===== src/rtl/multicycle_control.sv =====
// Main control FSM for the multicycle MIPS datapath.
// Sequences fetch/decode/execute/memory/write-back with memory-ready stalls.
module multicycle_control (
  input  logic       clk,
  input  logic       reset,
  input  logic [5:0] Op,
  input  logic       MemReady,
  output logic       PCWrite,
  output logic       PCWriteCond,
  output logic       IorD,
  output logic       MemRead,
  output logic       MemWrite,
  output logic       IRWrite,
  output logic       MemtoReg,
  output logic       RegDst,
  output logic       RegWrite,
  output logic       AluSrcA,
  output logic [1:0] AluSrcB,
  output logic [1:0] AluOp,
  output logic [1:0] PCSource,
  output logic       IllegalOp,
  output logic [3:0] State
);

  typedef enum logic [3:0] {
    sRst    = 4'd0,
    sFetch  = 4'd1,
    sDecode = 4'd2,
    sMemAdr = 4'd3,
    sMemRd  = 4'd4,
    sMemWb  = 4'd5,
    sMemWr  = 4'd6,
    sExec   = 4'd7,
    sRwb    = 4'd8,
    sBranch = 4'd9,
    sJump   = 4'd10,
    sAddiEx = 4'd11,
    sAddiWb = 4'd12
  } state_t;

  typedef struct packed {
    logic       pcWrite;
    logic       pcWriteCond;
    logic       iorD;
    logic       memRead;
    logic       memWrite;
    logic       memtoReg;
    logic       regDst;
    logic       regWrite;
    logic       aluSrcA;
    logic [1:0] aluSrcB;
    logic [1:0] aluOp;
    logic [1:0] pcSource;
  } ctrl_t;

  localparam logic [5:0] OpR    = 6'b000000;
  localparam logic [5:0] OpLw   = 6'b100011;
  localparam logic [5:0] OpSw   = 6'b101011;
  localparam logic [5:0] OpBeq  = 6'b000100;
  localparam logic [5:0] OpJ    = 6'b000010;
  localparam logic [5:0] OpAddi = 6'b001000;

  state_t state;
  state_t nxt;
  ctrl_t  ctrl;

  logic isR, isLw, isSw, isBeq, isJ, isAddi, legal;

  assign isR    = (Op == OpR);
  assign isLw   = (Op == OpLw);
  assign isSw   = (Op == OpSw);
  assign isBeq  = (Op == OpBeq);
  assign isJ    = (Op == OpJ);
  assign isAddi = (Op == OpAddi);
  assign legal  = isR | isLw | isSw | isBeq | isJ | isAddi;

  function automatic ctrl_t decode(state_t s);
    ctrl_t c;
    c = '0;
    case (s)
      sFetch: begin
        c.memRead = 1'b1;
        c.aluSrcB = 2'b01;
      end
      sDecode: c.aluSrcB = 2'b11;
      sMemAdr, sAddiEx: begin
        c.aluSrcA = 1'b1;
        c.aluSrcB = 2'b10;
      end
      sMemRd: begin
        c.memRead = 1'b1;
        c.iorD    = 1'b1;
      end
      sMemWb: begin
        c.regWrite = 1'b1;
        c.memtoReg = 1'b1;
      end
      sMemWr: begin
        c.memWrite = 1'b1;
        c.iorD     = 1'b1;
      end
      sExec: begin
        c.aluSrcA = 1'b1;
        c.aluOp   = 2'b10;
      end
      sRwb: begin
        c.regWrite = 1'b1;
        c.regDst   = 1'b1;
      end
      sBranch: begin
        c.aluSrcA     = 1'b1;
        c.aluOp       = 2'b01;
        c.pcWriteCond = 1'b1;
        c.pcSource    = 2'b01;
      end
      sJump: begin
        c.pcWrite  = 1'b1;
        c.pcSource = 2'b10;
      end
      sAddiWb: c.regWrite = 1'b1;
      default: c = '0;
    endcase
    return c;
  endfunction

  always_comb begin
    nxt = sFetch;
    case (state)
      sFetch:  nxt = MemReady ? sDecode : sFetch;
      sDecode: begin
        unique case (1'b1)
          isLw | isSw: nxt = sMemAdr;
          isR:         nxt = sExec;
          isBeq:       nxt = sBranch;
          isJ:         nxt = sJump;
          isAddi:      nxt = sAddiEx;
          default:     nxt = sFetch;
        endcase
      end
      sMemAdr: nxt = isLw ? sMemRd : sMemWr;
      sMemRd:  nxt = MemReady ? sMemWb : sMemRd;
      sMemWr:  nxt = MemReady ? sFetch : sMemWr;
      sExec:   nxt = sRwb;
      sAddiEx: nxt = sAddiWb;
      default: nxt = sFetch;
    endcase
  end

  // Moore outputs are registered from the next state so they line up with State.
  always_ff @(posedge clk) begin
    if (reset) begin
      state <= sRst;
      ctrl  <= '0;
    end else begin
      state <= nxt;
      ctrl  <= decode(nxt);
    end
  end

  assign State       = state;
  assign IRWrite     = (state == sFetch) & MemReady;
  assign PCWrite     = ctrl.pcWrite | IRWrite;
  assign IllegalOp   = (state == sDecode) & ~legal;
  assign PCWriteCond = ctrl.pcWriteCond;
  assign IorD        = ctrl.iorD;
  assign MemRead     = ctrl.memRead;
  assign MemWrite    = ctrl.memWrite;
  assign MemtoReg    = ctrl.memtoReg;
  assign RegDst      = ctrl.regDst;
  assign RegWrite    = ctrl.regWrite;
  assign AluSrcA     = ctrl.aluSrcA;
  assign AluSrcB     = ctrl.aluSrcB;
  assign AluOp       = ctrl.aluOp;
  assign PCSource    = ctrl.pcSource;

endmodule


===== config.mk =====
export PLATFORM = sky130hd
export DESIGN_NAME = multicycle_control
export DESIGN_NICKNAME = d
export VERILOG_FILES = /design/src/rtl/multicycle_control.sv
export SDC_FILE = /design/constraint.sdc
export NUM_CORES = 1
export LEC_CHECK = 0
export ABC_AREA = 1
export CAP_MARGIN = 10
export CORE_MARGIN = 1.5
export CORE_UTILIZATION = 45
export CTS_BUF_LIST = sky130_fd_sc_hd__clkbuf_8 sky130_fd_sc_hd__clkbuf_16
export CTS_CLUSTER_SIZE = 30
export DETAILED_ROUTE_END_ITERATION = 12
export PLACE_DENSITY = 0.76
export REMOVE_ABC_BUFFERS = 1
export SYNTH_ARGS = -nofsm -noshare
export SYNTH_HDL_FRONTEND = slang
export SYNTH_SLANG_ARGS = --single-unit

===== constraint.sdc =====
create_clock -name clk -period 2.2 [get_ports clk]
set_input_delay 0.44 -clock clk [delete_from_list [all_inputs] [get_ports clk]]
set_output_delay 0.44 -clock clk [all_outputs]
set_load 0.1 [all_outputs]

==> summary.txt <==
Run status
  – Status: complete, no violations

Timing
  – Fin crit period: 2.00 ns
  – Slew @ Worst Pin: 0.281 ns
  – Setup TNS: 0 ns
  – Final period utilization: 91.1%
  – RSZ-0062 raised after global routing: no
  – Setup Skew: 0.00187 ns
  – Final setup vio count: 0
  – Final Hold Violating Endpoints: 0
  – Slew Limit Fails: 0
  – Highest clock rate: ~500 MHz
  – Slew headroom: around four fifths

Floorplan
  – Die Y: 47.6 um
  – Die Width: between 40 and 50 um
  – Initial Utilization: 49.7%
  – Core ar.: 1800 sq um
  – I/O pins: 30
  – Die area: 2270 sq um
  – Row count: 15

Logic synthesis
  – Cell count after synthesis: 122
  – Synth cell types: 25
  – Largest cells by area after synthesis: dfxtp_1 (36%), nand2_1 (8.4%), nand3_1 (7.3%)
  – Ys Warns: 0
  – Share of flip-flops with an asynchronous set or reset: 0%
  – Synth top area share: 35.8%
  – Main synth FF type: dfxtp_1
  – Area leader, netlist: dfxtp_1
  – Register area share after synthesis: 35.8%
  – Post-synthesis average cell area: between 7 and 8 sq um
  – Mapped Area: roughly 900 sq um
  – Number of synthesized register bits: 16
  – EDFF count, synth: 0

Drt
  – Post-route DRC: 0
  – DRT Pass-1 Iters: 4
  – WL per Instance: 11.3 um
  – DR vias: 898
  – Final wirelength: 2070 um
  – DRC violation total after the first TritonRoute iteration: 22
  – Via density: 4.91
  – Antenna viol nets, final: 0

Clocking
  – Clock sink total: 16
  – Clock transition at path regs: 0.06 ns
  – H-tree depth: 1
  – CTS buffer count: 3
  – Post-CTS setup buffers: 0
  – CTS tree: done
  – Root buffer cell: clkbuf_8
  – Clk buf depth: 2
  – Worst skew pair latency: 0.24 ns

Global route
  – Largest net degree at the start of global routing: 10
  – Initial antenna violation count: 0
  – Vias in the first global route: 783
  – First-pass GRT wire length: between 3000 and 4000 um
  – GR Overflow Total: 0
  – GR Util All Layers: 20.1%

Final layout
  – N_diodes: 0
  – # fillers: 151
  – Layout net count: 168
  – Final Util: 72.4%
  – Reg area: 320 sq um
  – Commonest cells after routing, fill and taps aside: buf_4 (24), nand2_1 (20), dfxtp_1 (16), nor2_1 (16), nand3_1 (13)
  – Multi-input gate area: 507 sq um
  – Layout area overhead: 45.7%
  – Layout cells sized above 1: a little over two fifths
  – Most common cell after layout, fill and taps aside: buf_4

Critical path
  – R2R depth: 9
  – Critical R2R Launch: State[1]
  – CP required: 1.76 ns
  – Critical path fanouts, max: 6
  – CP Capture Point: IllegalOp
  – Critical path class: reg2out
  – Flop2flop setup slack: 0.77 ns
  – Worst Path Arrival: around 1.6 ns
  – CP startpoint: State[1]
  – RR Endpoint: MemRead
  – CP Capture Type: primary output
  – CP Launch Type: flop

Placement
  – Dpl hpwl: approximately 1700 um
  – # port buffers: 29
  – GP Congestion: 0.863

Flow run
  – Max cap viols: 0

Min path
  – Hold Path Class: reg2reg

Power
  – Pwr per Cell Area: 667 nW/um^2
  – IR drop worst, VDD: about 0.0006 V
  – Lkg Pwr: 0.683 nW
-- logic make-up after synthesis --
family | count (synthesis) | share of synthesized area, %
AO/OA/AOI/OAI | 7 | 4.61
buffers and inverters | 19 | 8.80
flip-flops | 16 | 35.8
AND/OR/NAND/NOR | 80 | 50.8
-- metrics by stage --
stage	power (mW)	hold slack, ns	cell area (sq um)	setup WS (ns)	std cells
floorplan	0.538	0.509	877	-1.98	119
global placement	0.624	0.669	1230	0.0263	179
detailed placement	0.627	0.675	1230	-0.0501	179
CTS	0.882	0.689	1290	0.0153	183
global route	0.909	0.763	1310	0.117	183
finish	0.870	0.699	1310	0.196	183
-- state kept, by name, summed over array words and instances (netlist names) --
register,count
MemRead,1
AluOp,2
AluSrcA,1
MemtoReg,1
AluSrcB,2
ctrl,1
State,4
RegWrite,1
RegDst,1
MemWrite,1
IorD,1
-- metal layers --
metal,GRT usage (%),part of all wire [%],up-vias
met5,0,0,-
met1,26.9,45,407
met2,33.2,48,32
met4,1.62,0,0
met3,6.79,6.7,0
li1,-,-,459
-- how the worst min path moves through the flow --
stage | startpoint | to | cells after the start
floorplan | reset | AluSrcB[1] | 1
global placement | State[2] | MemtoReg | 4
detailed placement | State[2] | MemtoReg | 4
CTS | State[2] | MemtoReg | 4
global route | State[2] | MemtoReg | 4
finish | State[2] | MemtoReg | 4
-- critical path, cell delays in order (launching register included) --
cell,delay (ns)
dfxtp_1,0.43
nand2_2,0.11
nor2_4,0.19
nand2_2,0.08
a211oi_2,0.20
buf_4,0.15
buf_12,0.16
-- repair_timing --
action	CTS	global route
resized for setup	2	7
setup endpoints to repair	1	1
hold buffers	0	0
-- cell usage after synthesis (2+ instances only) --
cell type	n
nand2_1	20
dfxtp_1	16
nor2_1	16
nand3_1	13
inv_1	10
nand2_2	8
inv_2	6
nand3_2	5
nor2_2	5
a21oi_1	4
nor2_4	3
buf_4	2
nand4_1	2
-- where the power goes --
group          leakage [nW]  switching (mW)  internal, mW
logic                 0.524           0.221        0.0871
clock network        0.0288          0.0902         0.158
registers             0.130         0.00998         0.303
total                 0.683           0.321         0.549
-- layout make-up --
cell class              count  share of cell area [%]
inverters                  16                    4.60
well taps                  25                    2.40
flip-flops and latches     16                    24.5
repair buffers             35                    25.4
multi-input cells          87                    38.8
clock buffers               4                    4.22
Power figures use the tool's default switching activity.
